$ cat config.mk
export PLATFORM = sky130hd
export DESIGN_NAME = fetch_unit_flat
export DESIGN_NICKNAME = d
export VERILOG_FILES = /design/src/rtl/fetch_pkg.sv /design/src/rtl/fetch_unit_if.sv /design/src/rtl/fetch_fifo.sv /design/src/rtl/fetch_unit.sv /design/src/flat_wrapper.sv
export SDC_FILE = /design/constraint.sdc
export NUM_CORES = 1
export LEC_CHECK = 0
export BUFFER_PORTS_ARGS = -buffer_cell sky130_fd_sc_hd__buf_4
export CAP_MARGIN = 20
export CORE_MARGIN = 2
export CORE_UTILIZATION = 54
export DETAILED_ROUTE_END_ITERATION = 8
export PLACE_DENSITY = 0.76
export SLEW_MARGIN = 40
export SYNTH_ARGS = -nofsm -noshare
export SYNTH_HDL_FRONTEND = slang
export SYNTH_SLANG_ARGS = --single-unit
$ cat constraint.sdc
create_clock -name i_clk -period 3.9 [get_ports i_clk]
set_input_delay 0.78 -clock i_clk [delete_from_list [all_inputs] [get_ports i_clk]]
set_output_delay 0.78 -clock i_clk [all_outputs]
set_load 0.01 [all_outputs]
$ cat src/rtl/fetch_pkg.sv
// Shared constants and types for the instruction fetch unit.
// Response classification drives the drop/accept decision each cycle.
package fetch_pkg;

  localparam int unsigned XLEN          = 32;
  localparam int unsigned INST_W        = 32;
  localparam int unsigned DEFAULT_DEPTH = 4;

  typedef enum logic [1:0] {
    RESP_NONE,
    RESP_DROP,
    RESP_ACCEPT,
    RESP_SPURIOUS
  } resp_kind_e;

  function automatic logic [XLEN-1:0] word_align(input logic [XLEN-1:0] addr);
    return addr & ~XLEN'(3);
  endfunction

endpackage

$ cat src/rtl/fetch_unit_if.sv
// Fetch unit bus bundle: instruction memory request/response, redirect, and
// decode-side instruction handshake.
interface fetch_unit_if;
  import fetch_pkg::*;

  logic              i_imem_ready;
  logic              o_imem_ren;
  logic [XLEN-1:0]   o_imem_raddr;
  logic              i_imem_valid;
  logic [INST_W-1:0] i_imem_rdata;
  logic              i_redirect;
  logic [XLEN-1:0]   i_redirect_pc;
  logic              o_inst_valid;
  logic [INST_W-1:0] o_inst;
  logic [XLEN-1:0]   o_inst_pc;
  logic              i_inst_ready;

  modport master (
    input  i_imem_ready, i_imem_valid, i_imem_rdata,
    input  i_redirect, i_redirect_pc, i_inst_ready,
    output o_imem_ren, o_imem_raddr,
    output o_inst_valid, o_inst, o_inst_pc
  );

  modport slave (
    output i_imem_ready, i_imem_valid, i_imem_rdata,
    output i_redirect, i_redirect_pc, i_inst_ready,
    input  o_imem_ren, o_imem_raddr,
    input  o_inst_valid, o_inst, o_inst_pc
  );
endinterface

$ cat src/rtl/fetch_fifo.sv
// Count-tracked circular FIFO with synchronous flush; head is read directly
// from storage so there is no write-to-read bypass.
module fetch_fifo #(
  parameter int unsigned WIDTH = 32,
  parameter int unsigned DEPTH = 4
) (
  input  logic                     clk,
  input  logic                     rst_n,
  input  logic                     flush,
  input  logic                     push,
  input  logic [WIDTH-1:0]         wdata,
  input  logic                     pop,
  output logic [WIDTH-1:0]         rdata,
  output logic [$clog2(DEPTH):0]   count
);

  localparam int unsigned PW = $clog2(DEPTH);
  localparam int unsigned CW = PW + 1;

  logic [WIDTH-1:0] mem_q [DEPTH];
  logic [WIDTH-1:0] mem_d [DEPTH];
  logic [PW-1:0]    wr_q, wr_d;
  logic [PW-1:0]    rd_q, rd_d;
  logic [CW-1:0]    cnt_q, cnt_d;
  logic             empty, full, do_push, do_pop;

  always_comb begin
    empty   = (cnt_q == '0);
    full    = (cnt_q == CW'(DEPTH));
    do_push = push && !full;
    do_pop  = pop && !empty;
    mem_d   = mem_q;
    wr_d    = wr_q;
    rd_d    = rd_q;
    cnt_d   = cnt_q;
    if (flush) begin
      wr_d  = '0;
      rd_d  = '0;
      cnt_d = '0;
    end else begin
      if (do_push) begin
        mem_d[wr_q] = wdata;
        wr_d        = wr_q + PW'(1);
      end
      if (do_pop) begin
        rd_d = rd_q + PW'(1);
      end
      cnt_d = cnt_q + CW'(do_push) - CW'(do_pop);
    end
  end

  always_ff @(posedge clk or negedge rst_n) begin
    if (!rst_n) begin
      for (int unsigned i = 0; i < DEPTH; i++) begin
        mem_q[i] <= '0;
      end
      wr_q  <= '0;
      rd_q  <= '0;
      cnt_q <= '0;
    end else begin
      mem_q <= mem_d;
      wr_q  <= wr_d;
      rd_q  <= rd_d;
      cnt_q <= cnt_d;
    end
  end

  assign rdata = mem_q[rd_q];
  assign count = cnt_q;

endmodule

$ cat src/rtl/fetch_unit.sv
// Instruction fetch unit: issues sequential word fetches, tracks in-flight PCs,
// buffers returned instructions, and discards stale responses after redirects.
module fetch_unit
  import fetch_pkg::*;
#(
  parameter logic [XLEN-1:0] RESET_ADDR = 32'h0,
  parameter int unsigned     DEPTH      = DEFAULT_DEPTH
) (
  input  logic          i_clk,
  input  logic          i_rst_n,
  fetch_unit_if.master  bus
);

  localparam int unsigned CW = $clog2(DEPTH) + 1;
  localparam logic [CW+1:0] DEPTH_W = (CW+2)'(DEPTH);

  logic [XLEN-1:0]        pc_q, pc_d;
  logic [CW-1:0]          drop_q, drop_d;
  logic [CW-1:0]          pcq_count, buf_count;
  logic [XLEN-1:0]        pcq_head;
  logic [INST_W+XLEN-1:0] buf_head;
  logic [CW+1:0]          occupancy;
  resp_kind_e             resp_kind;
  logic                   ren, issue, consume;
  logic                   pcq_pop, buf_push;

  always_comb begin
    resp_kind = RESP_NONE;
    // Dropped requests are older than anything in the PC queue, so they drain first.
    if (bus.i_imem_valid) begin
      if (drop_q != '0) begin
        resp_kind = RESP_DROP;
      end else if (pcq_count != '0) begin
        resp_kind = RESP_ACCEPT;
      end else begin
        resp_kind = RESP_SPURIOUS;
      end
    end

    occupancy = (CW+2)'(pcq_count) + (CW+2)'(drop_q) + (CW+2)'(buf_count);
    ren       = i_rst_n && !bus.i_redirect && (occupancy < DEPTH_W);
    issue     = ren && bus.i_imem_ready;
    consume   = (buf_count != '0) && bus.i_inst_ready;
    pcq_pop   = (resp_kind == RESP_ACCEPT);
    buf_push  = (resp_kind == RESP_ACCEPT) && !bus.i_redirect;

    pc_d   = pc_q;
    drop_d = drop_q;
    if (bus.i_redirect) begin
      pc_d   = word_align(bus.i_redirect_pc);
      // A response landing in the redirect cycle retires one outstanding request.
      drop_d = drop_q + pcq_count
             - CW'((resp_kind == RESP_DROP) || (resp_kind == RESP_ACCEPT));
    end else begin
      if (issue) begin
        pc_d = pc_q + XLEN'(4);
      end
      if (resp_kind == RESP_DROP) begin
        drop_d = drop_q - CW'(1);
      end
    end
  end

  always_ff @(posedge i_clk or negedge i_rst_n) begin
    if (!i_rst_n) begin
      pc_q   <= word_align(RESET_ADDR);
      drop_q <= '0;
    end else begin
      pc_q   <= pc_d;
      drop_q <= drop_d;
    end
  end

  fetch_fifo #(
    .WIDTH (XLEN),
    .DEPTH (DEPTH)
  ) u_pc_queue (
    .clk   (i_clk),
    .rst_n (i_rst_n),
    .flush (bus.i_redirect),
    .push  (issue),
    .wdata (pc_q),
    .pop   (pcq_pop),
    .rdata (pcq_head),
    .count (pcq_count)
  );

  fetch_fifo #(
    .WIDTH (INST_W + XLEN),
    .DEPTH (DEPTH)
  ) u_inst_buf (
    .clk   (i_clk),
    .rst_n (i_rst_n),
    .flush (bus.i_redirect),
    .push  (buf_push),
    .wdata ({bus.i_imem_rdata, pcq_head}),
    .pop   (consume),
    .rdata (buf_head),
    .count (buf_count)
  );

  assign bus.o_imem_ren   = ren;
  assign bus.o_imem_raddr = pc_q;
  assign bus.o_inst_valid = (buf_count != '0);
  assign bus.o_inst       = buf_head[INST_W+XLEN-1:XLEN];
  assign bus.o_inst_pc    = buf_head[XLEN-1:0];

endmodule

$ cat src/flat_wrapper.sv
// flat-port wrapper written by rule: the top's interface ports become plain ports
module fetch_unit_flat import fetch_pkg::*;
#(
  parameter logic [XLEN-1:0] RESET_ADDR = 32'h0,
  parameter int unsigned     DEPTH      = DEFAULT_DEPTH
)
  (i_clk, i_rst_n, bus_i_imem_ready, bus_i_imem_valid, bus_i_imem_rdata, bus_i_redirect, bus_i_redirect_pc, bus_i_inst_ready, bus_o_imem_ren, bus_o_imem_raddr, bus_o_inst_valid, bus_o_inst, bus_o_inst_pc);
  fetch_unit_if bus_i ();
  input  logic i_clk;
  input  logic i_rst_n;
  input wire logic [$bits(bus_i.i_imem_ready)-1:0] bus_i_imem_ready;
  input wire logic [$bits(bus_i.i_imem_valid)-1:0] bus_i_imem_valid;
  input wire logic [$bits(bus_i.i_imem_rdata)-1:0] bus_i_imem_rdata;
  input wire logic [$bits(bus_i.i_redirect)-1:0] bus_i_redirect;
  input wire logic [$bits(bus_i.i_redirect_pc)-1:0] bus_i_redirect_pc;
  input wire logic [$bits(bus_i.i_inst_ready)-1:0] bus_i_inst_ready;
  output wire logic [$bits(bus_i.o_imem_ren)-1:0] bus_o_imem_ren;
  output wire logic [$bits(bus_i.o_imem_raddr)-1:0] bus_o_imem_raddr;
  output wire logic [$bits(bus_i.o_inst_valid)-1:0] bus_o_inst_valid;
  output wire logic [$bits(bus_i.o_inst)-1:0] bus_o_inst;
  output wire logic [$bits(bus_i.o_inst_pc)-1:0] bus_o_inst_pc;
  assign bus_i.i_imem_ready = bus_i_imem_ready;
  assign bus_i.i_imem_valid = bus_i_imem_valid;
  assign bus_i.i_imem_rdata = bus_i_imem_rdata;
  assign bus_i.i_redirect = bus_i_redirect;
  assign bus_i.i_redirect_pc = bus_i_redirect_pc;
  assign bus_i.i_inst_ready = bus_i_inst_ready;
  assign bus_o_imem_ren = bus_i.o_imem_ren;
  assign bus_o_imem_raddr = bus_i.o_imem_raddr;
  assign bus_o_inst_valid = bus_i.o_inst_valid;
  assign bus_o_inst = bus_i.o_inst;
  assign bus_o_inst_pc = bus_i.o_inst_pc;
  fetch_unit #(.RESET_ADDR(RESET_ADDR), .DEPTH(DEPTH)) u_core (.i_clk(i_clk), .i_rst_n(i_rst_n), .bus(bus_i));
endmodule
; ---- Word-level counts from Yosys, hierarchy flattened
; Cells that the tools add are included.
[classes]
mux = 29
reduce_logical = 30
n_addsub = 14
n_eq_ne = 4
n_lt_le_gt_ge = 7
bitwise_logic = 5
[op_table]
columns = operator, n
row1 = $bwmux W256, 1
row2 = $mux W64, 3
row3 = $mux W32, 5
row4 = $bmux W64 S2, 1
row5 = $bwmux W128, 1
row6 = $demux W64 S2, 1
row7 = $bmux W32 S2, 1
row8 = $demux W32 S2, 1
row9 = $add A32 B3 Y32 const B, 1
row10 = $mux W2, 10
row11 = $ge A3 B3 Y1 const B, 4
row12 = $mux W3, 4
row13 = $not A2 Y3, 4
row14 = $reduce_bool A2 Y1, 6
row15 = $logic_and A1 B1 Y1, 11
row16 = $reduce_bool A3 Y1, 3
row17 = $sub A3 B1 Y3, 3
row18 = $add A2 B1 Y2 const B, 4
row19 = $add A3 B1 Y3, 2
row20 = $eq A3 B3 Y1 const B, 2
row21 = $logic_not A3 Y1, 2
row22 = $lt A3 B1 Y1 const B, 2
row23 = $add A5 B3 Y5, 1
row24 = $logic_not A1 Y1, 5
row25 = 10 further kinds, 11
[totals]
ff_bits = 433
output_inout_bits = 98
input_bits = 70
wordCells = 105

; ---- Logic depth before layout (Yosys ltp)
; Gate-level depths: netlist of run 1.
[logic_depth]
word_depth = 10
mapped_depth = 15
depth_no_buf = 15

; ---- Hierarchy
; A second synthesis of run 1 with hierarchy kept.
[unflattened]
cells_unflattened = 1297
area_unflattened_um2 = 21742.1
[by_module_without_submodules]
columns = module, cells_each, n_inst, seq_area_each_um2, area_per_inst_um2
row1 = fetch_fifo at u_core.u_inst_buf, 662, 1, 6581.3, 12723.5
row2 = fetch_fifo at u_core.u_pc_queue, 356, 1, 3378.2, 6610.1
row3 = fetch_unit, 279, 1, 825.8, 2408.6

; ---- Worst setup path before layout of run 1
; Ideal clock, no wire load.
[synth_timing]
kind = reg-to-reg
startpoint = register u_core.u_pc_queue.cnt_q[0] (netlist: u_core.u_pc_queue.count[0])
endpoint = register u_core.u_pc_queue.cnt_q[2] (netlist: u_core.u_pc_queue.count[2])
n_path_buf = 0
setup_time_ns = 0.132
stages_incl_launch_ff = 16
arrival_time_ns = 3.555
synth_period_minus_slack_ns = 3.687
slack_ns = 0.213
t_required_ns = 3.768
cell_sequence = dfrtp_1 ha_1 fa_1 xor2_1 ha_1 nor4_2 o2111ai_2 a211oi_4 inv_1 ha_1 inv_1 ha_1 inv_1 fa_1 xnor2_1 nor2_1
[synth_between]
elab_chain_len = 9
word_cells_on_any_way = 19
cone_classes = add/sub (4) / order compare (1) / eq/ne (2) / mux (4) / reduce/logical (8)
[synth_lines]
columns = element, line
row1 = "start, declared", fetch_fifo.sv:24  ; logic [CW-1:0] cnt_q, cnt_d;
row2 = "start signal, assigned", fetch_fifo.sv:64  ; cnt_q <= cnt_d;
row3 = $add A3 B3 Y4, fetch_unit.sv:40  ; occupancy = (CW+2)'(pcq_count) + (CW+2)'(drop_q) + (CW+2)'(buf_count);
row4 = $add A5 B3 Y5, fetch_unit.sv:40
row5 = $lt A5 B3 Y1, fetch_unit.sv:41  ; ren = i_rst_n && !bus.i_redirect && (occupancy < DEPTH_W);
row6 = $logic_and A1 B1 Y1, fetch_unit.sv:41
row7 = $logic_and A1 B1 Y1, fetch_unit.sv:42  ; issue = ren && bus.i_imem_ready;
row8 = $logic_and A1 B1 Y1, fetch_fifo.sv:30  ; do_push = push && !full;
row9 = $add A3 B1 Y3, fetch_fifo.sv:48  ; cnt_d = cnt_q + CW'(do_push) - CW'(do_pop);
row10 = $sub A3 B1 Y3 *, fetch_fifo.sv:48
row11 = $mux W3 *, fetch_fifo.sv:36  ; if (flush) begin
row12 = via u_core.u_pc_queue.cnt_d[2], fetch_fifo.sv:24
; The timed path passes the listed nets; every way through them passes the cells marked *.
; A chain may end at the register's enable or synchronous reset.

; ---- Worst setup path in the final report of run 1
[layout_timing]
startpoint = register u_core.u_pc_queue.cnt_q[0] (netlist: u_core.u_pc_queue.count[0])
endpoint = output port bus_o_imem_ren
[layout_between]
elab_chain_len = 4
[layout_lines]
columns = element, line
row1 = $add A3 B3 Y4, fetch_unit.sv:40
row2 = $add A5 B3 Y5, fetch_unit.sv:40
row3 = $lt A5 B3 Y1, fetch_unit.sv:41
row4 = $logic_and A1 B1 Y1, fetch_unit.sv:41
row5 = "end, declared", flat_wrapper.sv:17  ; output wire logic [$bits(bus_i.o_imem_ren)-1:0] bus_o_imem_ren;
; Every way passes these cells.

==> impl.org, run 1 <==
** Outcome
- Run status :: finished, final reports clean

** Global route
- Vias in the first global route :: between 10000 and 15000
- In the global route stage, overall resource usage came out at 23.20%.
- The number of antenna violations at the first check in global routing came to 0.
- Maximum number of pins on one net before global-route repair :: between 150 and 200
- Global routing finished with a remaining overflow of 0.
- First-pass GRT wire length :: roughly 66000 µm

** Worst setup path
- By instance count, the cell type seen most on the critical path is ha_1.
- Startpoint Class :: register
- Cell Chain, Critical Path :: ha_1, fa_1, xor2_1, ha_1, nor4_2, o2111a_1, and2_1, buf_4
- In this run the critical register-to-register path is launched from u_core.u_pc_queue.count[0]$_DFF_PN0_.
- Slowest cell on crit path :: dfrtp_1
- Along the worst path, the maximum fanout reaches 4.
- CP peak stage delay :: 0.39 ns
- The worst register-to-register path ends at u_core.u_pc_queue.count[2]$_DFF_PN0_.
- CP Data Required Time :: ~3.1 ns
- The number of cells on the worst reg-to-reg path is 15.
- Kind of critical path :: register to output port
- In this run the register-to-register setup slack is about 0.27 ns.
- Capturing element type of the critical path :: output port
- Data arrives at the worst endpoint at ~2.9 ns.
- The most critical setup path has its startpoint at u_core.u_pc_queue.count[0]$_DFF_PN0_.

** Cells and area
- In the final layout, the multi-input gates occupy between 8000 and 9000 µm².
- Registers take ~10000 µm².
- Synth-to-layout area growth :: 17.85%
- After routing the design area is approximately 22000 µm².
- Final-layout fill cell count :: roughly 2500
- Commonest non-fill, non-tap cells in the layout :: 411 x dfrtp_1, 344 x mux2_2, 185 x buf_4
- Leaving out fill and tap cells, the most frequent cell in the layout is dfrtp_1.
- The post-route netlist has 50.17% of its cells at a drive strength greater than 1.
- After the last flow step, the layout net total stands at 1492.
- The number of antenna diodes in the final layout is 0.

** Timing
- At the pin with the least slew margin, the transition time is 0.8875 ns.
- Period Utilization, post-route :: between 90% and 100%
- Top achievable clock speed :: approximately 270 MHz
- The final hold violation count was 0.
- Number of max-slew violations in the final report :: 0
- RSZ-0062 raised after global routing :: false
- Final TNS setup :: 0 ns
- Setup violation total in the final timing report :: 0
- Worst-case clock skew :: approximately 0.019 ns
- The worst pin sits at a relative slew slack of about two fifths.
- The worst path in the final design needs a cycle of about 3.7 ns, including I/O delays and setup.

** Synthesis
- In the synthesized netlist the dominant register cell turns out to be dfrtp_1.
- Sorting the synthesized cells by area gives the leading types as dfrtp_1 55%, mux2_2 21%, mux4_2 11%.
- In this run the cell area of the synthesized design comes to between 15000 and 20000 µm².
- Synth Instances :: between 1000 and 1500
- dfrtp_1 takes more of the synthesized area than any other cell.
- Syn_area_per_cell :: between 15 and 20 µm²
- Counting flops and latches in the post-synthesis netlist gives 415.
- Share of synthesized registers carrying an async set or reset :: between 90% and 100%
- During synthesis, Yosys emitted a total of 0 warnings.
- Proportion of synthesized chip area in sequential cells :: between 50% and 60%
- Number of synthesized flops with an enable pin :: 0
- The share of synthesized area in the top cell type comes to around 55%.
- Number of distinct library cell variants in the gate-level netlist after synthesis :: between 50 and 60

** Placement
- Summed over all nets, the half-perimeter wirelength after detailed placement is approximately 26000 µm.
- At the end of routability-driven placement, the weighted congestion stood at ~0.83.
- Quantity of I/O buffers inserted on ports :: around 160
- Once placement finished, the instance area stood at roughly 21000 µm².

** Job
- Max-cap violations :: 0

** Drt
- Number of vias in the routed layout :: 11200
- Initial DRC Count :: between 600 and 700
- Average vias per placed instance :: ~5.9
- Wires add up to a little over 40000 µm.
- Average routed wire per standard cell :: approximately 22 µm
- Once detail routing completed, the nets flagged for antenna violations numbered 0.
- The first TritonRoute pass finished after 4 iterations.
- For this run, design rule violations remaining after detail routing come to 0.

** Pwr
- PD cells :: 555.9 nW/µm²
- Total power :: roughly 0.012 W
- Leakage power summed over all cells :: approximately 11 nW
- VDD sags by at most approximately 0.4 mV.

** Clock network
- Root Buffer :: clkbuf_16
- Clock latency at the later pin of the worst-skew pair :: about 0.54 ns
- The number of hold buffers added after CTS was 0.
- Resized Gates After CTS :: 0
- Number of buffers created by CTS :: 45
- TritonCTS built the clock tree.
- Clock-pin transition on the worst setup and hold timing paths :: approximately 0.06 ns
- Clock net sink count :: slightly above 400
- The H-tree was split into 2 levels.
- The longest clock path from root to sink contains 3 buffers.
- Setup Buffers After CTS :: 0

** Die
- Die extent in y :: between 150 and 200 µm
- # IOs :: between 150 and 200
- The initial utilization of the core area, before any placement, comes to between 50 and 60%.
- In this run the standard cell core region covers about 34000 µm².
- Number of placement rows :: 68
- Measured along the x axis, the die boundary spans 190.9 µm.
- The die covers roughly 36000 µm².

** Min path
- Path type of the worst min-delay path :: primary input to async pin
==> worst max path at each step <==
| stage | cells after the start | endpoint | slack [ns] |
|---|---|---|---|
| 3_5_place_dp | 15 | u_core.u_pc_queue.count[2]$_DFF_PN0_ | 0.26 |
| 3_3_place_gp | 15 | u_core.u_pc_queue.count[2]$_DFF_PN0_ | 0.38 |
| 4_1_cts | 8 | bus_o_imem_ren | 0.17 |
| 2_1_floorplan | 15 | u_core.u_pc_queue.count[2]$_DFF_PN0_ | 0.21 |
| 5_1_grt | 15 | u_core.u_pc_queue.count[2]$_DFF_PN0_ | 0.05 |
| 6_report | 8 | bus_o_imem_ren | 0.19 |
==> synthesized netlist by cell type, types with 2 or more instances <==
master	number
a211o_1	2
a211oi_1	4
a21o_1	2
a21oi_1	5
a221o_1	7
a31oi_1	7
and2_1	9
and3_1	6
buf_1	10
buf_2	33
buf_4	4
clkbuf_1	37
dfrtp_1	415
fa_1	4
ha_1	23
inv_1	22
mux2_1	25
mux2_2	344
mux2i_1	4
mux4_2	92
nand2_1	43
nand3_1	16
nand4_1	7
nor2_1	17
nor2b_1	5
nor3_1	5
nor3b_1	3
nor4_1	2
nor4_4	2
nor4b_1	2
o211ai_1	3
o21ai_0	21
o221ai_1	2
o311ai_0	6
xnor2_1	12
xor2_1	12
==> sequential cells by signal (all words and copies together), names as in the netlist <==
register and cells:
u_core.u_pc_queue.count 3, u_core.u_inst_buf.rd_q 2, u_core.u_inst_buf.mem_q 248, u_core.bus.o_imem_raddr 30, u_core.u_inst_buf.count 3, u_core.u_pc_queue.mem_q 120, u_core.u_inst_buf.wr_q 2, u_core.drop_q 3
u_core.u_pc_queue.rd_q 2, u_core.u_pc_queue.wr_q 2
==> worst max-delay path, delay by kind of cell (launching register included) <==
kind	cells	cell delay, ns
DFF	1	0.39
and+or+nand+nor	2	0.51
buffers and inverters	1	0.13
AOI/OAI and AO/OA	1	0.30
adders and majority gates	3	0.89
xor gates and xnor gates	1	0.17
==> cells by family after synthesis <==
family	after synthesis	share of synthesized area [%]
muxes	465	33.23
DFF	415	55.06
and+or+nand+nor	124	3.476
buffers and inverters	107	2.428
AOI/OAI and AO/OA	70	2.726
adders and majority gates	27	1.950
xor gates and xnor gates	24	1.114
other	1	0.01988
==> per-layer routing <==
metal | GRT usage, % | share of wire (%) | vias to the layer above | wire length (µm)
li1 | - | - | 4902 | -
met1 | 32.45 | 44 | 5956 | 18030
met2 | 38.43 | 49 | 282 | 20070
met3 | 3.121 | 4.5 | 64 | 1857
met4 | 6.410 | 2.3 | 0 | 942
met5 | 0 | 0 | - | 0
==> through the flow <==
stage / hold WS [ns] / instances / setup slack [ns] / utilization, %
after CTS: 0.07901 / 1883 / 0.1732 / 64.40
after floorplan: 0.4587 / 1236 / 0.2133 / -
after global routing: 0.08111 / 1884 / 0.04639 / 64.51
final: 0.08660 / 1884 / 0.1918 / 64.51
after detailed placement: 0.4776 / 1802 / 0.2577 / 60.04
after global placement: 0.4702 / 1801 / 0.3813 / 59.96
==> report_power, final <==
| group | internal (W) | switching (W) |
|---|---|---|
| registers | 0.00484 | 0.000526 |
| logic | 0.00147 | 0.00124 |
| clock network | 0.00262 | 0.00166 |
==> area by class of cell <==
| class | count | area share [%] |
|---|---|---|
| Inverter | 23 | 0.3884 |
| Timing Repair Buffer | 196 | 7.244 |
| Multi-Input combinational cell | 714 | 36.28 |
| Clock buffer | 68 | 5.995 |
| Clock inverter | 13 | 0.7768 |
| Sequential cell | 415 | 46.75 |
| Tap cell | 455 | 2.561 |
Note: power is estimated with default switching activity, not from simulation.
==> inputs of run 2 (changes only) <==
- CORE_MARGIN: 2 -> unset
==> run 2 against run 1 <==
Maximum frequency shrank 1.2%. Clock skew shrank 0.0054 ns. Global-route usage shrank 0.062 points. Largest cell class unchanged. Die area shrank 2.1%. Critical path depth is the same. Combinational power is essentially flat. Sequential share of layout area shrank 0.099 points. Core utilization grew 0.15 points. Final cell count shrank 0.42%. Sequential power is essentially flat. First-iteration DRC count shrank 22%. Via count shrank 1.4%.
==> impl.org, run 2 (synthesized netlist as in run 1, its figures left out) <==
** Global route
- Maximum number of pins on one net before global-route repair :: 97
- The number of global-route vias before repair came to about 12000.
- For this run the aggregate overflow at the end of global routing stands at 0.
- First-pass GRT wire length :: 64960 µm
- Total global-route track usage :: 23.14%
- Antenna violations before repair :: 0

** Worst setup path
- STA puts the critical path data arrival time at 2.97 ns.
- The worst register-to-register path has a depth of 15.
- Tracing the worst setup path back leads to its startpoint at u_core.u_pc_queue.count[0]$_DFF_PN0_.
- Startpoint Class :: register
- Register-to-Register Setup Slack :: around 0.28 ns
- At the worst endpoint, the required time is about 3.1 ns.
- In this run the critical register-to-register path is captured at u_core.u_pc_queue.count[2]$_DFF_PN0_.
- Max FO, Critical Path :: 5
- The startpoint identified for the worst register-to-register timing path is u_core.u_pc_queue.count[0]$_DFF_PN0_.
- Capturing element type of the critical path :: output port
- The critical path is of the register to output port type.

** Timing
- Worst-case clock skew :: between 0.01 and 0.015 ns
- Transition time at the pin with the least slew margin :: 0.8381 ns
- Period Utilization, post-route :: 96.26%
- Setup slack closes at 0.1458 ns.
- Setup repair after global routing left no endpoint under its margin.
- The worst pin sits at a relative slew slack of 43.70%.
- Number of max-slew violations in the final report :: 0
- The smallest clock period supported by the final layout is computed as about 3.8 ns.
- The final hold violation count came to 0.
- Top achievable clock speed :: between 200 and 300 MHz
- Setup violation total in the final timing report :: 0
- Final TNS setup :: 0 ns

** Die
- Initial cell density of the core :: a little over half
- Measured along the x axis, the die boundary spans between 150 and 200 µm.
- The die is approximately 190 µm tall.
- Core Box Area :: roughly 34000 µm²
- The floorplan has 68 rows.
- # IOs :: around 170
- The die covers 35680 µm².

** Cells and area
- Registers take around 10000 µm².
- More flip-flops sit in one register than any other, and that register is u_core.u_inst_buf.mem_q.
- The filler cells instantiated in the layout total around 2500.
- The register with the most flip-flops in the layout has approximately 250 of them.
- Final antenna diode count :: 0
- The multi-input combinational cells in the finished layout cover a total of roughly 8000 µm².
- Proportion of layout cells with a drive suffix above 1 :: approximately half
- From synthesis to final layout, the design area changed by 18.13%.
- Leading cell type in the layout, fill and taps excluded :: dfrtp_1
- Commonest non-fill, non-tap cells in the layout :: 411 x dfrtp_1, 344 x mux2_2, 179 x buf_4
- After the last flow step, the layout net total stands at 1486.

** Pwr
- Cell internal power was estimated by the tool at about 0.0092 W.
- For this design the static power due to leakage is roughly 11 nW.
- Maximum vdd ir drop :: 0.3471 mV
- Clock group share of total power :: a little over a third
- Switching pwr :: about 0.0034 W
- Switching Share :: between 20% and 30%
- Sequential Power Share :: between 40% and 50%
- Per report_power, the combinational group accounts for 21.5% of the total.
- PD cells :: ~570 nW/µm²

** Clock network
- The root buffer cell chosen for the clock tree is clkbuf_16.
- Counting the buffers created by CTS gives 44.
- Clock-pin transition on the worst setup and hold timing paths :: about 0.06 ns
- CTS Buffer Depth :: 3
- Clock tree synthesis found a total of about 420 sinks.
- Clock latency on the worst-skew pair, taken at its later pin, is 0.54 ns.
- Buffers added to address setup during post-CTS repair amount to 0.
- TritonCTS built the clock tree.
- In this run, post-CTS hold repair placed 0 buffers.
- The clock tree synthesis step divided the H-tree into 2 levels.

** Drt
- DR DRC count :: 0
- First drt pass iteration count :: 5
- Average routed wire per standard cell :: approximately 21 µm
- The first routing iteration left around 500 violations.
- Using the TritonRoute via totals, the vias-per-cell ratio works out to between 5 and 6.
- The detailed router placed 11050 vias in this run.
- Once detail routing completed, the nets flagged for antenna violations numbered 0.
- Routed wire length :: 39820 µm

** Placement
- At the placement stage, the worst setup path has a slack of 0.2466 ns.
- Last weighted congestion value of the routability-driven placer :: 0.8468
- Final HPWL from detailed placement :: 25140 µm
- In this run the tool buffered the top-level ports with 161 buffer cells.

** Min path
- The min-delay analysis places its worst path in the category primary input to async pin.

** Outcome
- The flow ran to the end, and the final reports show no timing, DRC or antenna violations.

** Job
- The tool flagged a number of max-cap violations equal to 0.
## run 2: changes by cell type in the layout (fill, tap and decap cells not counted), sizes merged
cell    before  now
clkbuf      68   61
buf        196  191
bufinv       4    9
clkinv       8    7
## run 2: cell type report
type | count | share of cell area [%]
Timing Repair Buffer | 191 | 7.081
Clock inverter | 17 | 1.426
Sequential cell | 415 | 46.65
Inverter | 23 | 0.3875
Clock buffer | 61 | 5.773
Tap cell | 455 | 2.555
Multi-Input combinational cell | 714 | 36.12
## run 2: power groups by stage
stage                     Sequential (W)  Combinational, W  Clock (W)
after detailed placement         0.00543           0.00273          0
after floorplan                  0.00516           0.00191          0
final                            0.00536           0.00272    0.00459
after CTS                        0.00536           0.00274    0.00467
after global routing             0.00544           0.00296    0.00485
after global placement           0.00539           0.00263          0
## run 2: critical path, cell delays in order (launching register included)
cell and delay, ns:
dfrtp_1 0.43, ha_1 0.25, fa_1 0.38, xor2_1 0.17, ha_1 0.30, nor4_4 0.32, o2111a_1 0.30, and2_1 0.16
buf_4 0.12
## run 2: worst max-delay path by stage
stage               slack [ns]                              endpoint
CTS                       0.11                        bus_o_imem_ren
finish                    0.15                        bus_o_imem_ren
global placement          0.28  u_core.u_pc_queue.count[2]$_DFF_PN0_
detailed placement        0.25  u_core.u_pc_queue.count[2]$_DFF_PN0_
floorplan                 0.21  u_core.u_pc_queue.count[2]$_DFF_PN0_
global route              0.04                        bus_o_imem_ren
## run 2: repair_timing
action,in CTS,in global routing
endpoints found under the setup margin,0,1
gates resized for setup,0,1
endpoints found under the hold margin,0,0
## run 2: metrics by stage
step	instance area, µm²	util (%)	total power [W]	cells	hold slack [ns]
2_1_floorplan	18870	-	0.007068	1236	0.4587
3_3_place_gp	20630	59.88	0.008017	1797	0.4696
3_5_place_dp	20660	59.96	0.008157	1798	0.4762
4_1_cts	22270	64.62	0.01277	1876	0.08224
5_1_grt	22280	64.66	0.01325	1876	0.09048
6_report	22280	64.66	0.01266	1876	0.08548
## run 2: layer usage
layer | part of all wire, % | GRT usage (%) | vias to the layer above
met5 | 0 | 0 | -
li1 | - | - | 4878
met3 | 4.6 | 3.503 | 75
met1 | 44 | 31.88 | 5809
met4 | 2.1 | 6.607 | 0
met2 | 49 | 38.43 | 286
==> inputs of run 3 (changes only) <==
- BUFFER_PORTS_ARGS: -buffer_cell sky130_fd_sc_hd__buf_4 -> -buffer_cell sky130_fd_sc_hd__clkbuf_2
==> run 3 against run 2 <==
Die area did not move. Worst setup slack improved by 0.040 ns. Largest power group unchanged. Power fell by 4.7%. Cell area fell by 2.2%. Largest cell class unchanged. Critical path type unchanged. Clock skew rose by 0.0061 ns.
==> impl.org, run 3 (synthesized netlist as in run 1, its figures left out) <==
** Die
- Core Box Area :: 34460 µm²
- between 150 and 200 I/O pins were placed.
- Number of placement rows :: 68
- The die is 188.9 µm wide.
- Die area :: around 36000 µm²
- Measured along the y axis, the die boundary spans roughly 190 µm.
- Initial cell density of the core :: ~55%

** Clock network
- CTS built an H-tree with a depth of 2.
- CTS placed an instance of clkbuf_16 at the clock tree root.
- Buffers added to address setup during post-CTS repair amount to 0.
- For this design, the sink count on the clock tree is just over 400.
- Clock tree from TritonCTS :: done
- The number of gates resized after CTS was 0.
- Clock-pin transition on the worst setup and hold timing paths :: around 0.060 ns
- Number of hold-repair buffers added at the cts stage :: 0
- Number of buffers created by CTS :: 44
- At the later pin of the worst-skew pair, clock insertion delay measures about 0.54 ns.
- No sink is reached through more buffers than the 3 on the longest clock path.

** Global route
- For this run, the total global-route usage over all layers was measured as 23.00%.
- Summed over all layers, the global routing overflow is 0.
- Entering global routing, the biggest net connects between 150 and 200 pins.
- Antenna violations before repair :: 0
- Vias in the first global route :: between 10000 and 15000
- First-pass GRT wire length :: 64660 µm

** Worst setup path
- Capturing element type of the critical path :: output port
- For the worst setup path, the data arrival time is just under 3 ns.
- Kind of critical path :: register to output port
- In this run the worst path has a maximum fanout of 4.
- Crit path top cell by count :: ha_1
- The slowest stage of the critical path is the dfrtp_1 cell.
- CP Data Required Time :: between 3 and 4 ns
- The worst setup path is launched from a register.
- Traced cell by cell, the critical path runs through ha_1, fa_1, xor2_1, ha_1, nor4_2, o2111a_1, and2_1, clkbuf_2.
- The setup check on the worst reg-to-reg path leaves a slack of ~0.26 ns.
- CP peak stage delay :: about 0.39 ns

** Timing
- RSZ-0062 raised after global routing :: false
- Setup violations remaining at the end of the flow were counted as 0.
- Final TNS setup :: 0 ns
- The worst pin sits at a relative slew slack of a little over two fifths.
- The final hold violation count came to 0.
- Tmin final :: ~3.7 ns
- Number of max-slew violations in the final report :: 0
- Worst-case clock skew :: between 0.015 and 0.02 ns
- Based on the critical path, the design can be clocked at up to 269.2 MHz.
- On the final layout, the worst hold slack is between 0.2 and 0.25 ns.
- Of the available clock period, the critical path in the final layout requires 95.24%.
- Transition time at the pin with the least slew margin :: 0.8470 ns

** Pwr
- After layout, the design draws a total of between 0.01 and 0.015 W.
- Across the VDD grid, the largest voltage drop is approximately 0.32 mV.
- Leakage power summed over all cells :: between 10 and 15 nW
- PD cells :: around 550 nW/µm²

** Drt
- In this run the remaining antenna-violating nets after routing total 0.
- Wires add up to just under 40000 µm.
- Initial DRC Count :: 514
- For this run, design rule violations remaining after detail routing come to 0.
- Dividing the detail-routed via count by the number of cells gives approximately 5.9.
- Average routed wire per standard cell :: roughly 21 µm
- The pre-antenna-repair detailed-routing pass consisted of 4 iterations.
- Number of vias in the routed layout :: approximately 11000

** Job
- Max-cap violations in this run came to 0.

** Outcome
- The flow ran to the end, and the final reports show no timing, DRC or antenna violations.

** Cells and area
- Final antenna diode count :: 0
- Proportion of layout cells with a drive suffix above 1 :: between 40% and 50%
- The finished cells cover about 22000 µm².
- Ranked by flip-flop count, first place goes to u_core.u_inst_buf.mem_q.
- Synth-to-layout area growth :: 15.48%
- Leading cell type in the layout, fill and taps excluded :: dfrtp_1
- Fill cells in the final layout number about 2500.
- After the last flow step, the layout net total stands at approximately 1500.
- The register with the most flip-flops in the layout has roughly 250 of them.
- Cells fill approximately 63% of the core in the end.
- Commonest non-fill, non-tap cells in the layout :: 411 x dfrtp_1, 344 x mux2_2, 160 x clkbuf_2

** Placement
- Once placement finished, the instance area stood at 20320 µm².
- Last weighted congestion value of the routability-driven placer :: between 0.8 and 0.9
- Detailed placement finished with a half-perimeter wire length of roughly 25000 µm.
- Quantity of I/O buffers inserted on ports :: 161

** Min path
- Path type of the worst min-delay path :: primary input to async pin
run 3: cell types whose count changed in the layout (fill, tap and decap cells not counted), sizes merged:
cell / change
inv: -1
bufinv: -6
clkinvlp: +1
clkinv: -2
buf: -158
clkbuf: +165
run 3: metrics by stage:
step                worst slack (ns)  std cells
floorplan                     0.2133       1236
global placement              0.3298       1797
detailed placement            0.2601       1799
CTS                           0.1585       1874
global route                 0.06986       1875
finish                        0.1855       1875
run 3: area by class of cell:
cell class,count,area [µm²],share of cell area [%]
clock buffer,66,1305,5.991
clock inverter,9,122.6,0.5630
inverter,23,86.33,0.3964
multi-input combinational,714,8045,36.94
sequential,415,10400,47.73
tap,455,569.3,2.614
timing repair buffer,193,1257,5.773
run 3: path summary, 6_finish.rpt:
kind                                                            end                                      from  depth (start not counted)
max reg2reg                    u_core.u_pc_queue.count[2]$_DFF_PN0_              u_core.drop_q[0]$_DFFE_PN0P_                         15
max in group asynchronous  u_core.u_inst_buf.mem_q[207]$_DFFE_PN0P_                                   i_rst_n                          4
min                        u_core.u_inst_buf.mem_q[124]$_DFFE_PN0P_                                   i_rst_n                          2
max                                                  bus_o_imem_ren              u_core.drop_q[0]$_DFFE_PN0P_                          8
min in group i_clk          u_core.bus.o_imem_raddr[15]$_DFFE_PN0N_                     bus_i_redirect_pc[15]                          3
min reg2reg                u_core.u_inst_buf.mem_q[103]$_DFFE_PN0P_  u_core.u_inst_buf.mem_q[103]$_DFFE_PN0P_                          1
run 3: power breakdown:
part           switching [W]  total [W]  internal [W]
Clock                0.00164    0.00413       0.00249
Combinational        0.00125    0.00260       0.00135
Sequential          0.000498    0.00534       0.00484
Total                0.00338     0.0121       0.00869
run 3: critical path: cells and delay by family, from the launching register on:
family	cells	cell delay (ns)
fa+ha+maj	3	0.88
compound gates	1	0.30
flops	1	0.39
xor+xnor	1	0.18
simple gates	2	0.51
buf+inv	1	0.13
run 3: routing by layer:
| layer | share of wire (%) | vias up | global-route usage, % |
|---|---|---|---|
| met2 | 49 | 264 | 37.80 |
| met3 | 4.0 | 59 | 3.503 |
| met5 | 0 | - | 0 |
| li1 | - | 4900 | - |
| met4 | 1.9 | 0 | 6.421 |
| met1 | 45 | 5869 | 32.08 |
